==> src/rtl/qr_pkg.sv <==
// Shared definitions for the QR (Gram-Schmidt) datapath stages.
package qr_pkg;

  localparam int QR_DATA_W   = 16;
  localparam int NORM_FRAC_W = 8;
  localparam int Q_FRAC_W    = 15;

  typedef enum logic [1:0] {
    eIDLE,
    eWAIT_A,
    eDIV,
    eOUT
  } col_state_e;

endpackage

==> src/rtl/col_normalize_udiv_seq.sv <==
// Unsigned restoring divider: one quotient bit per clock, MSB first, with a
// saturating quotient output.
module udiv_seq #(
  parameter int DVD_W = 39,
  parameter int DVS_W = 16,
  parameter int Q_W   = 16
) (
  input  logic             clk_i,
  input  logic             reset_n_i,
  input  logic             start_i,
  input  logic [DVD_W-1:0] dividend_i,
  input  logic [DVS_W-1:0] divisor_i,
  output logic             done_o,
  output logic [Q_W-1:0]   quot_o
);

  localparam int CNT_W = $clog2(DVD_W + 1);

  logic [DVD_W-1:0] dvd_q;
  logic [DVS_W-1:0] dvs_q;
  logic [DVS_W:0]   rem_q;
  logic [CNT_W-1:0] cnt_q;
  logic             busy_q;

  logic [DVS_W:0]   rem_sh;
  logic [DVS_W:0]   rem_sub;
  logic             ge;
  logic             rem_unused;

  function automatic logic [Q_W-1:0] sat_quot(input logic [DVD_W-1:0] q);
    return (|q[DVD_W-1:Q_W]) ? {Q_W{1'b1}} : q[Q_W-1:0];
  endfunction

  // Remainder stays below the divisor, so its top bit never feeds the shift.
  assign rem_sh     = {rem_q[DVS_W-1:0], dvd_q[DVD_W-1]};
  assign ge         = rem_sh >= {1'b0, dvs_q};
  assign rem_sub    = rem_sh - {1'b0, dvs_q};
  assign rem_unused = rem_q[DVS_W];

  assign done_o = busy_q && (cnt_q == CNT_W'(DVD_W - 1));
  assign quot_o = sat_quot(dvd_q);

  always_ff @(posedge clk_i or negedge reset_n_i) begin
    if (!reset_n_i) begin
      dvd_q  <= '0;
      dvs_q  <= '0;
      rem_q  <= '0;
      cnt_q  <= '0;
      busy_q <= 1'b0;
    end else if (start_i) begin
      dvd_q  <= dividend_i;
      dvs_q  <= divisor_i;
      rem_q  <= '0;
      cnt_q  <= '0;
      busy_q <= 1'b1;
    end else if (busy_q) begin
      // Quotient bits shift in where dividend bits shift out.
      rem_q <= ge ? rem_sub : rem_sh;
      dvd_q <= {dvd_q[DVD_W-2:0], ge};
      cnt_q <= cnt_q + 1'b1;
      if (done_o) busy_q <= 1'b0;
    end
  end

endmodule

==> src/rtl/col_normalize.sv <==
// Column normalizer: q_i = a_i / ||a|| in unsigned Q1.15, one element at a
// time, with valid/yumi handshakes on norm, element and result.
module col_normalize
  import qr_pkg::*;
#(
  parameter int N_ROWS = 4,
  parameter int DATA_W = QR_DATA_W,
  parameter int FRAC_W = Q_FRAC_W
) (
  input  logic              clk_i,
  input  logic              reset_n_i,
  input  logic [DATA_W-1:0] norm_i,
  input  logic              norm_v_i,
  output logic              norm_yumi_o,
  input  logic [DATA_W-1:0] a_i,
  input  logic              a_v_i,
  output logic              a_ready_o,
  output logic [DATA_W-1:0] q_o,
  output logic              v_o,
  input  logic              yumi_i,
  output logic              col_done_o,
  output logic              div0_o
);

  localparam int ITER  = DATA_W + NORM_FRAC_W + FRAC_W;
  localparam int CNT_W = $clog2(N_ROWS + 1);

  col_state_e state_q, state_d;

  logic [DATA_W-1:0] norm_q;
  logic [CNT_W-1:0]  row_q;
  logic              div0_q;
  logic [DATA_W-1:0] q_q;
  logic              v_q;

  logic              a_hs;
  logic              q_hs;
  logic              last_row;
  logic              div_start;
  logic              div_done;
  logic [DATA_W-1:0] div_q;
  logic [ITER-1:0]   dividend;

  assign norm_yumi_o = reset_n_i && (state_q == eIDLE) && norm_v_i;
  assign a_ready_o   = (state_q == eWAIT_A);
  assign a_hs        = a_ready_o && a_v_i;
  assign q_hs        = (state_q == eOUT) && v_q && yumi_i;
  assign last_row    = (row_q == CNT_W'(N_ROWS - 1));
  assign col_done_o  = q_hs && last_row;
  assign div_start   = a_hs && !div0_q;
  assign dividend    = {a_i, {(ITER - DATA_W){1'b0}}};

  assign q_o    = q_q;
  assign v_o    = v_q;
  assign div0_o = div0_q;

  udiv_seq #(
    .DVD_W(ITER),
    .DVS_W(DATA_W),
    .Q_W  (DATA_W)
  ) u_div (
    .clk_i     (clk_i),
    .reset_n_i (reset_n_i),
    .start_i   (div_start),
    .dividend_i(dividend),
    .divisor_i (norm_q),
    .done_o    (div_done),
    .quot_o    (div_q)
  );

  always_ff @(posedge clk_i or negedge reset_n_i) begin
    if (!reset_n_i) state_q <= eIDLE;
    else            state_q <= state_d;
  end

  always_comb begin
    state_d = state_q;
    unique case (state_q)
      eIDLE:   if (norm_v_i) state_d = eWAIT_A;
      eWAIT_A: if (a_v_i) state_d = eDIV;
      eDIV:    if (div0_q || div_done) state_d = eOUT;
      eOUT:    if (q_hs) state_d = last_row ? eIDLE : eWAIT_A;
      default: state_d = eIDLE;
    endcase
  end

  // The first eOUT cycle latches the result; v_o rises one edge later.
  always_ff @(posedge clk_i or negedge reset_n_i) begin
    if (!reset_n_i) begin
      norm_q <= '0;
      row_q  <= '0;
      div0_q <= 1'b0;
      q_q    <= '0;
      v_q    <= 1'b0;
    end else begin
      if ((state_q == eIDLE) && norm_v_i) begin
        norm_q <= norm_i;
        row_q  <= '0;
        div0_q <= (norm_i == '0);
      end
      if ((state_q == eOUT) && !v_q) begin
        v_q <= 1'b1;
        q_q <= div0_q ? '0 : div_q;
      end
      if (q_hs) begin
        v_q   <= 1'b0;
        row_q <= row_q + 1'b1;
        if (last_row) div0_q <= 1'b0;
      end
    end
  end

endmodule
==> config.mk <==
export PLATFORM = sky130hd
export DESIGN_NAME = col_normalize
export DESIGN_NICKNAME = d
export VERILOG_FILES = /design/src/rtl/qr_pkg.sv /design/src/rtl/col_normalize_udiv_seq.sv /design/src/rtl/col_normalize.sv
export SDC_FILE = /design/constraint.sdc
export NUM_CORES = 1
export LEC_CHECK = 0
export ABC_AREA = 1
export ABC_CLOCK_PERIOD_IN_PS = 3800
export CORE_ASPECT_RATIO = 2
export CORE_MARGIN = 2
export CORE_UTILIZATION = 30
export DETAILED_ROUTE_END_ITERATION = 12
export PLACE_DENSITY = 0.52
export SKIP_LAST_GASP = 1
export SLEW_MARGIN = 40
export SYNTH_ARGS = -nofsm -noshare
export SYNTH_HDL_FRONTEND = slang
export SYNTH_HIERARCHICAL = 1
export SYNTH_SLANG_ARGS = --single-unit
export TNS_END_PERCENT = 50
==> constraint.sdc <==
create_clock -name clk_i -period 3.8 [get_ports clk_i]
set_input_delay 0.95 -clock clk_i [delete_from_list [all_inputs] [get_ports clk_i]]
set_output_delay 0.95 -clock clk_i [all_outputs]
set_load 0.01 [all_outputs]
Word-level counts from Yosys, hierarchy flattened:

Index checks and enable logic that the tools add are counted.

* output and inout port bits: 21
* logic and storage cells: 69
* register bits: 117
* input port bits: 37

* reduce and logical (&&, ||, !) cells: 20
* eq/ne operators: 9
* magnitude comparators: 1
* add/subtract/negate cells: 3
* mux-type cells: 25

Operator list (number)
* $mux W16: 5
* $mux W39: 2
* $reduce_or A23 Y1: 1
* $ge A17 B16 Y1: 1
* $logic_not A16 Y1: 1
* $sub A16 B16 Y16: 1
* $mux W6: 2
* $logic_and A1 B1 Y1: 10
* $mux W1: 9
* $mux W2: 4
* $ne A2 B2 Y1 const B: 4
* $pmux W2 S4: 1
* $add A6 B1 Y6 const B: 1
* $eq A6 B6 Y1 const B: 1
* $mux W3: 2
* $reduce_bool A2 Y1: 3
* $eq A2 B2 Y1 const B: 2
* $reduce_and A4 Y1: 1
* $add A3 B1 Y3 const B: 1
* $eq A3 B2 Y1 const B: 1
* $eq A2 B1 Y1 const B: 1
* $logic_not A1 Y1: 2
* $logic_not A2 Y1: 1
* $logic_or A1 B1 Y1: 1

Longest topological paths before layout:

Gate-level depths: netlist (run 1).

* depth after elaboration: 5
* gate-level depth with buffers: 14
* gate-level depth less buffers: 14

By module:

The synthesis (run 1) kept the hierarchy.

By module, submodules not included
* udiv_seq: area an instance 4667.0 um^2, instances 1, cells an instance 622, seq. area each 1951.9 um^2
* col_normalize: area an instance 1722.9 um^2, instances 1, cells an instance 204, seq. area each 975.9 um^2

Least setup slack after synthesis (run 1):

OpenSTA, ideal clock, no wires.

* path type: input port to output port
* from: input port norm_v_i
* to: output port norm_yumi_o
* path buffers: 1
* setup slack: 1.395 ns
* required time: 2.850 ns
* arrival time: 1.455 ns
* stages: 3
* cells stage by stage: nand2_1 -> clkbuf_1 -> nor2_1

* word-level cells in the longest chain between the ends: 1

Ends and longest elaborated chain
* start: declaration: line col_normalize.sv:13 `input logic norm_v_i,`
* $logic_and A1 B1 Y1: line col_normalize.sv:44 `assign norm_yumi_o = reset_n_i && (state_q == eIDLE) && norm_v_i;`
* end: declaration: line col_normalize.sv:14 `output logic norm_yumi_o,`

Every way passes these cells.

Final worst setup path (run 1):

Ends and elaborated chain as after synthesis.

==> results of run 1 <==
## kinds of logic (layout without fill, tap and decap cells)
kind of cell               after synthesis  after routing
AOI/OAI and AO/OA                      100            100
other                                    1             23
DFF                                    117            117
and+or+nand+nor                        422            422
adders and majority gates               26             26
xor gates and xnor gates                 7              7
buffers and inverters                  153            221
## tightest hold or removal path, stage by stage, from the launching register on
cell and delay (ns):
sky130_fd_sc_hd__dfrtp_1 0.34, sky130_fd_sc_hd__nand2_1 0.05, sky130_fd_sc_hd__nand2_1 0.05
## worst paths after layout
check	slack [ns]	cells after the start	end
worst max-delay path	0.54	4	norm_yumi_o
worst min-delay path	0.47	2	norm_q[5]
worst max register to register	1.40	10	u_div/rem_q[13]
worst min register to register	0.47	2	norm_q[5]
max in group asynchronous	2.17	3	u_div/cnt_q[5]
min in group asynchronous	0.69	2	norm_q[13]
## report_power, final
part / internal [W] / switching [W]
Sequential: 0.00187 / 0.000317
Combinational: 0.00146 / 0.00242
Clock: 0.000933 / 0.000522
## metrics by stage
step	area, sq um	power [W]	hold slack [ns]	std cells
after global routing	7869	0.008270	0.4934	1185
after detailed placement	7316	0.006137	0.4638	1153
after global placement	7313	0.006105	0.4629	1153
final	7869	0.007521	0.4736	1185
after floorplan	6472	0.005008	0.4459	848
after CTS	7861	0.007646	0.4757	1185
## synthesized netlist by cell type (all sizes together)
cell,instances
a22oi,2
o211ai,1
clkbuf,13
nor2,37
inv,124
o22ai,2
o21ai,45
o21a,1
xor2,3
nand3,38
nor4,4
dfrtp,117
a21oi,13
xnor2,4
and3,1
buf,16
nand4,7
o221ai,36
ha,25
nand3b,13
or2,1
conb,1
nor3,7
nand2,314
fa,1
## layout make-up
type	count	area share [%]
multi-input combinational	578	37.59
sequential	117	37.21
timing repair buffer	65	8.078
clock buffer	29	6.742
inverter	124	5.915
tap	269	4.277
clock inverter	3	0.1908
## sequential cells by signal, indices dropped and copies added, names as in the netlist
name and cells:
q_o 16, state_q 2, u_div/cnt_q 6, u_div/dvd_q 39, u_div/rem_q 16, u_div/dvs_q 16
v_o 1, row_q 3, u_div/busy_q 1, div0_o 1, norm_q 16
## cells in the final DEF (no fill, tap or decap), drive strengths merged
cell type	netlist	routed
a21oi	13	13
a22oi	2	2
and3	1	1
buf	16	9
clkbuf	13	29
clkdlybuf4s50	0	56
clkinv	0	3
conb	1	23
dfrtp	117	117
fa	1	1
ha	25	25
inv	124	124
nand2	314	314
nand3	38	38
nand3b	13	13
nand4	7	7
nor2	37	37
nor3	7	7
nor4	4	4
o211ai	1	1
o21a	1	1
o21ai	45	45
o221ai	36	36
o22ai	2	2
or2	1	1
xnor2	4	4
xor2	3	3
## per-layer routing
layer | global-route usage, % | vias up
met5 | 0 | -
met1 | 15.96 | 2501
li1 | - | 2759
met3 | 3.618 | 31
met4 | 8.957 | 0
met2 | 29.51 | 82
==> results by stage, run 1 <==
Place:
- In this run the tool buffered the top-level ports with 57 buffer cells.
- The placer's final routability congestion estimate is 0.8597.
- Before CTS, the worst setup slack after placement is 0.5155 ns.
- Once detailed placement completed, the half-perimeter wirelength came to 12480 um.

Global routing:
- Global routing finished with a remaining overflow of 0.
- The via count of the first global-routing pass is 5555.
- The pin count of the biggest net entering global routing is 60.
- The number of antenna violations at the first check in global routing is 0.
- The first global-routing pass estimated 27770 um of wire.
- Global routing used 15.94% of the available tracks across all layers.

Logic synthesis:
- Of the total synthesized cell area, the portion taken by AND, OR, NAND and NOR gates is 28.47%.
- The gate count of the mapped netlist is 826.
- The summed instance area of the synthesized netlist is 6390 sq um.
- The synthesized netlist devotes 10.14% of its cell area to compound gates.
- By area the synthesized netlist is led by sky130_fd_sc_hd__dfrtp_1 46%, sky130_fd_sc_hd__nand2_1 18%, sky130_fd_sc_hd__inv_1 7.0%, sky130_fd_sc_hd__o221ai_1 4.9%, sky130_fd_sc_hd__ha_1 4.9%.
- The area share of the largest cell type after synthesis is 45.82%.
- The synthesized design spends more area on one cell type than any other, namely sky130_fd_sc_hd__dfrtp_1.
- The number of different library cells used by synthesis comes to 36.
- The yosys synthesis warning count is 6.
- Sequential cells were found to cover 45.82% of the synthesized design area.
- The portion of netlist area occupied by mux cells is 0%.
- By area, the combinational part of the netlist is dominated by simple AND/OR/NAND/NOR gates.
- The count of state elements after synthesis is 117.
- The share of the synthesized netlist area taken by xor and xnor gates is 0.9595%.
- The synthesized netlist devotes 5.209% of its cell area to adder and majority cells.
- The average instance area after synthesis is 7.736 sq um.

Die:
- From left edge to right edge, the die measures 107.2 um.
- 58 I/O pins were placed.
- The area of the die is 22550 sq um.
- The area of the core region is 20930 sq um.
- The row count is 75.
- The die is 210.4 um tall.
- Once the floorplan was initialized, standard cells occupied 30.54% of the core.

Final layout:
- Relative to the synthesized area, the layout overhead comes to 23.14%.
- In the final design database the tool counted 966 nets.
- Summing all flip-flop and latch instances after layout gives 2928 sq um.
- The antenna diode instance count is 0.
- The layout cell share with drive strength beyond 1 is 6.769%.
- In the final layout, the multi-input gates occupy 2958 sq um.
- The filler cells instantiated in the layout total 2217.
- Cells fill 37.60% of the core in the end.

Clock network:
- The root buffer selected by CTS is sky130_fd_sc_hd__clkbuf_16.
- The maximum buffer depth of the clock tree is 2.
- The cts-stage hold buffer count is 0.
- In this run the post-CTS setup repair buffer count came out at 0.
- The CTS tree is done.
- The total of cells resized after clock tree synthesis is 0.
- The number of levels the H-tree was split into is 4.
- The clock reaches the later pin of the worst-skew pair after 0.41 ns.
- Clock tree synthesis found a total of 117 sinks.
- The clock transition at the registers of the reported paths is 0.05 ns.
- Counting the buffers created by CTS gives 17.

Detailed routing:
- The sum of routed wire segments on met1 is 6087 um.
- The number of DRC markers in iteration 0 is 229.
- The residual DRC count is 0.
- The uppermost layer routed is met4.
- The total iterations of the first detailed-routing run is 4.
- The detail route stage leaves a number of antenna-violating nets equal to 0.
- The final wirelength is 16550 um.
- Detailed routing placed a total of 9249 um of wire on met2.
- The per-cell routed wire length is 13.96 um.
- In the detailed route, the total length drawn on met3 is 485 um.
- Using the TritonRoute via totals, the vias-per-cell ratio works out to 4.534.
- The detailed-route via count is 5373.

Power:
- In this run the static leakage power is 3.963 nW.
- The maximum ir drop on the vdd rail is 406.3 uV.
- The power density over cell area is 955.8 nW/um^2.

STA:
- Setup repair after global routing left no endpoint under its margin.
- For the pin with the worst max-slew slack, the measured transition is 0.6814 ns.
- Headroom to the max-slew limit came out at 54.51%.
- The final hold violation count is 0.
- For the final routed database, the setup TNS stands at 0 ns.
- The final max-slew violation count came to 0.
- The number of endpoints failing setup at the final stage is 0.
- Static timing analysis puts the maximum clock frequency at 0.3066 GHz.
- Counting I/O delays and the setup requirement, the final critical path takes 3.261 ns.
- The worst path uses 85.82% of the clock period.
- The post-route clock skew is 0.007954 ns.
- The worst-case setup margin in the final layout is 0.5387 ns.

Critical path:
- The critical path is of the input port to output pin type.
- The largest stage delay on the critical path is 0.58 ns.
- The most used cell along the critical path is sky130_fd_sc_hd__clkdlybuf4s50_1.
- The buffering stage count on the worst path with inverters included is 2.
- The startpoint of the most critical register-to-register path is u_div/rem_q[13].
- The element type at the critical path start is an input port.
- Data on the critical path is required at its endpoint by 2.85 ns.
- The cell with the biggest individual delay on the critical path is sky130_fd_sc_hd__clkdlybuf4s50_1.
- The critical path goes through clkdlybuf4s50_1, nand2_1, nor2_1, clkdlybuf4s50_1.
- In this run the worst path has a maximum fanout of 2.
- Tracing the worst setup path back leads to its startpoint at norm_v_i.
- At the worst endpoint, the arrival time is 2.31 ns.
- Grouping stages by cell kind, the critical path spends the most delay in buffers and inverters.
- The worst setup path is captured at an output pin.

Run:
- The tool flagged a number of max-cap violations equal to 0.

Min path:
- The tightest min-delay check is of the flip-flop to flip-flop type.
- The start point of the worst min-delay path is norm_q[5].

Run status:
- The run finished with clean final reports.
No activity file was read; power rests on OpenSTA's default activity.
==> run 2: changes to the inputs <==
--- a/config.mk
+++ b/config.mk
@@ -8,3 +8,3 @@
 export ABC_AREA = 1
-export ABC_CLOCK_PERIOD_IN_PS = 3800
+export ABC_CLOCK_PERIOD_IN_PS = 3950
 export CORE_ASPECT_RATIO = 2
==> constraint.sdc (replaced) <==
create_clock -name clk_i -period 3.95 [get_ports clk_i]
set_input_delay 0.9875 -clock clk_i [delete_from_list [all_inputs] [get_ports clk_i]]
set_output_delay 0.9875 -clock clk_i [all_outputs]
set_load 0.1 [all_outputs]
==> results by stage, run 2 (same netlist as run 1, synthesis figures left out) <==
Clock network:
- The clock transition at the registers of the reported paths is 0.05 ns (about the same).
- The clock latency on the worst-skew pair is 0.41 ns (about the same).
- The number of buffers inserted to repair setup after CTS is 0 (unchanged).
- The root buffer selected by CTS is sky130_fd_sc_hd__clkbuf_16.
- The maximum buffer depth of the clock tree is 2 (unchanged).
- The total of cells resized after clock tree synthesis was 0 (unchanged).
- The number of levels the H-tree was split into came to 4 (unchanged).
- The clock sink count is 117 (unchanged).
- The total clock buffers created by CTS is 17 (unchanged).
- TritonCTS built the clock tree.
- The cts-stage hold buffer count is 0 (unchanged).

Run:
- The max-capacitance violation count was 0 (unchanged).

STA:
- Setup repair after global routing left no endpoint under its margin.
- The post-route clock skew came to 0.006635 ns (-0.001318 ns).
- The smallest clock period supported by the final layout is computed as 3.055 ns.
- The slew at the pin closest to its max-slew limit is 0.6978 ns (+0.01642 ns).
- The final hold violation count came to 0 (unchanged).
- The final max-slew violation count is 0 (unchanged).
- For this run, the top clock speed supported by timing is 0.3273 GHz.
- The tightest slew margin relative to the limit was 53.33% (-1.2 points).
- The worst-case setup margin in the final layout was 0.8948 ns (+0.3561 ns).
- The setup TNS is 0 ns (unchanged).
- The number of endpoints failing setup at the final stage is 0 (unchanged).
- The post-route fraction of the period consumed by the critical path is 77.35%.

Critical path:
- The instance count on the critical path was 4 (unchanged).
- The buffering stage count on the worst path with inverters included is 2 (unchanged).
- The worst setup path category is input port to output pin.
- The largest stage delay on the critical path is 0.48 ns (-0.10 ns).
- The data required time of the critical path is 2.96 ns (+0.11 ns).
- The worst setup path is launched from an input port.
- The data arrival time of the critical path came to 2.07 ns (-0.24 ns).
- The cell with the biggest individual delay on the critical path is sky130_fd_sc_hd__clkdlybuf4s50_1.
- The signal on the critical path passes through clkdlybuf4s50_1, nand2_1, nor2_1, buf_12.
- The largest driver fanout on the critical path is 2 (unchanged).
- The depth of the most critical reg-to-reg path was 8 (-2).
- The type of element capturing the critical path is an output pin.
- The kind of cell with the highest combined delay on the critical path is buffers and inverters.

Die:
- The row count is 75 (unchanged).
- The width of the die was 107.2 um (unchanged).
- The starting density of the core was 30.54% (unchanged).
- The floorplan die height is 210.4 um (unchanged).
- The area of the die came to 22550 sq um (unchanged).
- The number of top-level pins came to 58 (unchanged).
- The area of the core region is 20930 sq um (unchanged).

Global routing:
- The residual overflow from global routing came to 0 (unchanged).
- The via count of the first global-routing pass was 5599 (+0.79%).
- The overall track demand over capacity in global routing is 16.14% (+0.21 points).
- The global-route wire length before repair came to 28010 um (+0.87%).
- The pin count of the biggest net entering global routing is 60 (unchanged).
- The number of antenna violations at the first check in global routing is 0 (unchanged).

Place:
- The worst slack at placement was 0.8538 ns (+0.3384 ns).
- The instance count after placement with tap cells included is 1152 (-0.087%).
- The number of input and output port buffers inserted is 57 (unchanged).
- The placer's final routability congestion estimate came to 0.8301 (-3.4%).
- The HPWL after detailed placement is 12780 um (+2.4%).
- The placed instance area is 7229 sq um (-1.2%).

Final layout:
- The antenna diode instance count is 0 (unchanged).
- Counting flops per register, the top entry is u_div/dvd_q.
- The library cells used most frequently in the layout, excluding fill and tap cells, are 306 x sky130_fd_sc_hd__nand2_1, 119 x sky130_fd_sc_hd__inv_1, 117 x sky130_fd_sc_hd__dfrtp_1, 45 x sky130_fd_sc_hd__o21ai_0.
- The number of flip-flops under the largest register name came to 39 (unchanged).
- The layout filler cell count is 2204 (-0.59%).
- The number of non-filler instances in the completed layout was 1182 (-0.25%).
- The sequential standard cell area came to 2928 sq um (unchanged).
- The signed area change from the synthesized netlist to the final layout is 22.17%.
- The finished layout cell area was 7806 sq um (-0.80%).
- The layout cell share with drive strength beyond 1 was 8.872% (+2.1 points).
- The count of nets after finishing was 965 (-0.10%).
- The area used by multi-input combinational logic is 2964 sq um (+0.21%).
- Leaving out fill and tap cells, the most frequent cell in the layout is sky130_fd_sc_hd__nand2_1.

Detailed routing:
- The per-cell routed wire length was 14.40 um (+3.1%).
- The final wirelength is 17020 um (+2.9%).
- The average vias per placed instance is 4.563 (+0.65%).
- The total iterations of the first detailed-routing run was 6 (+2).
- The residual DRC count is 0 (unchanged).
- The detailed-route via count is 5394 (+0.39%).
- The number of DRC markers in iteration 0 was 160 (-30%).
- The number of routed nets with antenna violations was 0 (unchanged).

Min path:
- The number of cells on the worst hold path is 2 (unchanged).
- The min-delay analysis places its worst path in the category flip-flop to flip-flop.

Power:
- The overall power consumption is 0.007967 W (+5.9%).
- The cell leakage power came to 3.992 nW (+0.75%).
- The power density over cell area is 1021 nW/um^2 (+6.8%).
- The maximum ir drop on the vdd rail is 577.1 uV (+42%).

Run status:
- The flow ran to the end, and the final reports show no timing, DRC or antenna violations.
==> run 2: path summary, 6_finish.rpt <==
| check | slack, ns | startpoint | to |
|---|---|---|---|
| max | 0.89 | norm_v_i | norm_yumi_o |
| min | 0.48 | norm_q[9] | u_div/dvs_q[9] |
| max reg2reg | 1.55 | state_q[1] | u_div/cnt_q[3] |
| min reg2reg | 0.48 | norm_q[9] | u_div/dvs_q[9] |
| max in group asynchronous | 2.30 | reset_n_i | u_div/dvd_q[18] |
| min in group asynchronous | 0.71 | reset_n_i | u_div/rem_q[6] |
==> run 2: metal layers <==
metal	up-vias	part of all wire (%)	track usage, %
li1	2763	-	-
met1	2517	37	16.23
met2	82	57	30.69
met3	32	2.8	3.216
met4	0	3.3	7.971
met5	-	0	0
==> run 2: cell type report <==
type	instances	area share (%)
multi-input combinational	578	37.97
sequential	117	37.51
timing repair buffer	64	6.956
clock buffer	26	6.395
inverter	124	5.962
tap	269	4.312
clock inverter	4	0.8976
==> run 2: tightest hold or removal path: cells and delay by family, from the launching register on <==
kind | cells | cell delay (ns)
flops | 1 | 0.33
compound gates | 1 | 0.06
simple gates | 1 | 0.05
==> run 2: report_power, final <==
| part | internal, W | switching (W) |
|---|---|---|
| clock | 0.000986 | 0.000515 |
| combinational | 0.00132 | 0.00304 |
| sequential | 0.00180 | 0.000304 |
==> run 2: stage by stage <==
stage          hold WS [ns]  utilization (%)
6_report             0.4758            37.30
5_1_grt              0.5006            37.30
4_1_cts              0.4777            37.27
3_5_place_dp         0.4651            34.55
3_3_place_gp         0.4643            34.94
2_1_floorplan        0.4459                -
==> run 3: changes to the inputs <==
ABC_CLOCK_PERIOD_IN_PS = 2800   (was 3950)
PLACE_DENSITY = 0.54   (was 0.52)
clock period = 2.8 ns   (was 3.95 ns; I/O delays follow)
==> results by stage, run 3 (same netlist as run 1, synthesis figures left out) <==
Run status:
- The run finished with clean final reports.

STA:
- The fmax is 0.4180 GHz.
- The slew at the pin closest to its max-slew limit is 0.7132 ns (+0.01538 ns).
- The post-route clock skew was 0.006691 ns (+0.00005593 ns).
- The tightest slew margin relative to the limit is 52.45% (-0.87 points).
- The number of endpoints failing setup at the final stage came to 0 (unchanged).
- The final max-slew violation count is 0 (unchanged).
- The setup TNS is 0 ns (unchanged).
- Dividing the final minimum period by the clock period gives 85.45%.
- The final hold violation count is 0 (unchanged).
- Setup repair after global routing left no endpoint under its margin.
- The worst-case setup margin in the final layout is 0.4075 ns (-0.4873 ns).
- The shortest clock period the worst path allows after layout is 2.392 ns.

Place:
- The placed instance area is 7343 sq um (+1.6%).
- The worst slack at placement is 0.4072 ns (-0.4466 ns).
- The HPWL after detailed placement is 12460 um (-2.5%).
- The placer's final routability congestion estimate is 0.8633 (+4.0%).
- The number of input and output port buffers inserted is 57 (unchanged).

Power:
- The overall power consumption was 0.01120 W (+41%).
- The switching share of power came to 48.42% (about the same).
- The power density over cell area is 1419 nW/um^2 (+39%).
- The portion of total power attributed to the clock network came to 17.8% (-1.0 points).
- The total net switching power is 0.005422 W (+40%).
- The fraction of power consumed by sequential logic is 26.5% (about the same).
- The combinational power share was 55.7% (+0.9 points).
- The cell leakage power is 4.005 nW (+0.32%).
- The maximum ir drop on the vdd rail is 789.2 uV (+37%).
- The internal power component is 0.005776 W (+41%).

Critical path:
- By startpoint and endpoint, the worst setup path is classified as flip-flop to output pin.
- The largest driver fanout on the critical path is 5 (+3).
- The data required time of the critical path is 2.10 ns (-0.86 ns).
- STA classifies the critical path endpoint as an output pin.
- The data arrival time of the critical path was 1.69 ns (-0.38 ns).
- The element type at the critical path start is a flip-flop.

Detailed routing:
- The met3 wire length is 409 um (-14%).
- The wire length on met2 is 9374 um (-3.1%).
- The detailed-route via count is 5367 (-0.50%).
- The sum of routed wire segments on met1 was 6244 um (-1.2%).
- The total iterations of the first detailed-routing run is 4 (-2).
- The uppermost layer routed is met4.
- The per-cell routed wire length is 13.99 um (-2.9%).
- The residual DRC count was 0 (unchanged).
- The number of routed nets with antenna violations is 0 (unchanged).
- The final wirelength is 16590 um (-2.5%).
- The average vias per placed instance is 4.525 (-0.84%).
- The number of DRC markers in iteration 0 came to 179 (+12%).

Final layout:
- The signed area change from the synthesized netlist to the final layout is 23.48%.
- The most common cell after layout, fill and taps aside is sky130_fd_sc_hd__nand2_1.
- The number of flip-flops under the largest register name was 39 (unchanged).
- The layout cell share with drive strength beyond 1 is 9.706% (+0.83 points).
- The library cells used most frequently in the layout, excluding fill and tap cells, are 306 x sky130_fd_sc_hd__nand2_1, 119 x sky130_fd_sc_hd__inv_1, 117 x sky130_fd_sc_hd__dfrtp_1, 45 x sky130_fd_sc_hd__o21ai_0.
- The count of nets after finishing is 968 (+0.31%).
- The finished layout cell area is 7890 sq um (+1.1%).
- The antenna diode instance count is 0 (unchanged).
- The register with the most flip-flops is u_div/dvd_q.

Die:
- The number of top-level pins was 58 (unchanged).
- The floorplan die height is 210.4 um (unchanged).
- The area of the core region was 20930 sq um (unchanged).
- The area of the die is 22550 sq um (unchanged).
- The row count was 75 (unchanged).
- The starting density of the core is 30.54% (unchanged).
- The width of the die came to 107.2 um (unchanged).

Global routing:
- The number of antenna violations at the first check in global routing came to 0 (unchanged).
- The via count of the first global-routing pass was 5498 (-1.8%).
- The overall track demand over capacity in global routing is 15.69% (-0.45 points).
- The pin count of the biggest net entering global routing is 74 (+23%).
- The global-route wire length before repair was 27330 um (-2.4%).
- The residual overflow from global routing is 0 (unchanged).

Clock network:
- The number of buffers inserted to repair setup after CTS is 0 (unchanged).
- The clock latency on the worst-skew pair is 0.41 ns (about the same).
- The maximum buffer depth of the clock tree was 2 (unchanged).
- The clock sink count was 117 (unchanged).
- The total clock buffers created by CTS was 17 (unchanged).
- The clock transition at the registers of the reported paths is 0.05 ns (about the same).
- The number of levels the H-tree was split into is 4 (unchanged).
- The tree is rooted in a sky130_fd_sc_hd__clkbuf_16.
- The cts-stage hold buffer count is 0 (unchanged).
- The CTS tree is done.
- The total of cells resized after clock tree synthesis was 0 (unchanged).

Min path:
- The worst hold path belongs to the class input port to asynchronous set/reset pin.

Run:
- The max-capacitance violation count is 0 (unchanged).
run 3: final timing paths:
check                      cells past startpoint              end  slack [ns]             from
setup / recovery                               5      norm_yumi_o        0.41       state_q[0]
hold / removal                                 2        norm_q[6]        0.45        reset_n_i
setup reg to reg                              10  u_div/rem_q[15]        0.68  u_div/dvs_q[10]
hold reg to reg                                2  u_div/dvs_q[14]        0.47       norm_q[14]
max in group asynchronous                      2        norm_q[9]        1.79        reset_n_i
min in group clk_i                             2  u_div/dvs_q[14]        0.47       norm_q[14]
run 3: per-layer routing:
metal	vias to the layer above	global-route usage, %
li1	2772	-
met1	2490	15.48
met2	82	30.16
met3	23	3.092
met4	0	7.792
met5	-	0
run 3: final cells by class:
class	instances	area [sq um]
Clock inverter	10	82.58
Multi-Input combinational cell	578	2960
Tap cell	269	336.6
Inverter	124	465.4
Timing Repair Buffer	67	656.9
Clock buffer	21	460.4
Fill cell	2181	13040
Sequential cell	117	2928
run 3: power by group through the flow:
stage | sequential, W | clock [W] | combinational (W)
after global routing | 0.00307 | 0.00212 | 0.00699
after global placement | 0.00299 | 0 | 0.00625
final | 0.00297 | 0.00199 | 0.00624
after floorplan | 0.00380 | 0 | 0.00394
after CTS | 0.00298 | 0.00205 | 0.00631
after detailed placement | 0.00300 | 0 | 0.00628
run 3: critical path, cell delays in order (launching register included):
cell	delay, ns
sky130_fd_sc_hd__dfrtp_1	0.42
sky130_fd_sc_hd__inv_1	0.17
sky130_fd_sc_hd__ha_1	0.23
sky130_fd_sc_hd__nand2_1	0.08
sky130_fd_sc_hd__nor2_1	0.17
sky130_fd_sc_hd__buf_12	0.20
run 3: per-stage QoR:
step           std cells  hold WS (ns)  utilization (%)
3_5_place_dp        1155        0.4654            35.09
5_1_grt             1186        0.4978            37.70
6_report            1186        0.4472            37.70
4_1_cts             1186        0.4770            37.69
3_3_place_gp        1155        0.4626            35.08
2_1_floorplan        848        0.4044                -
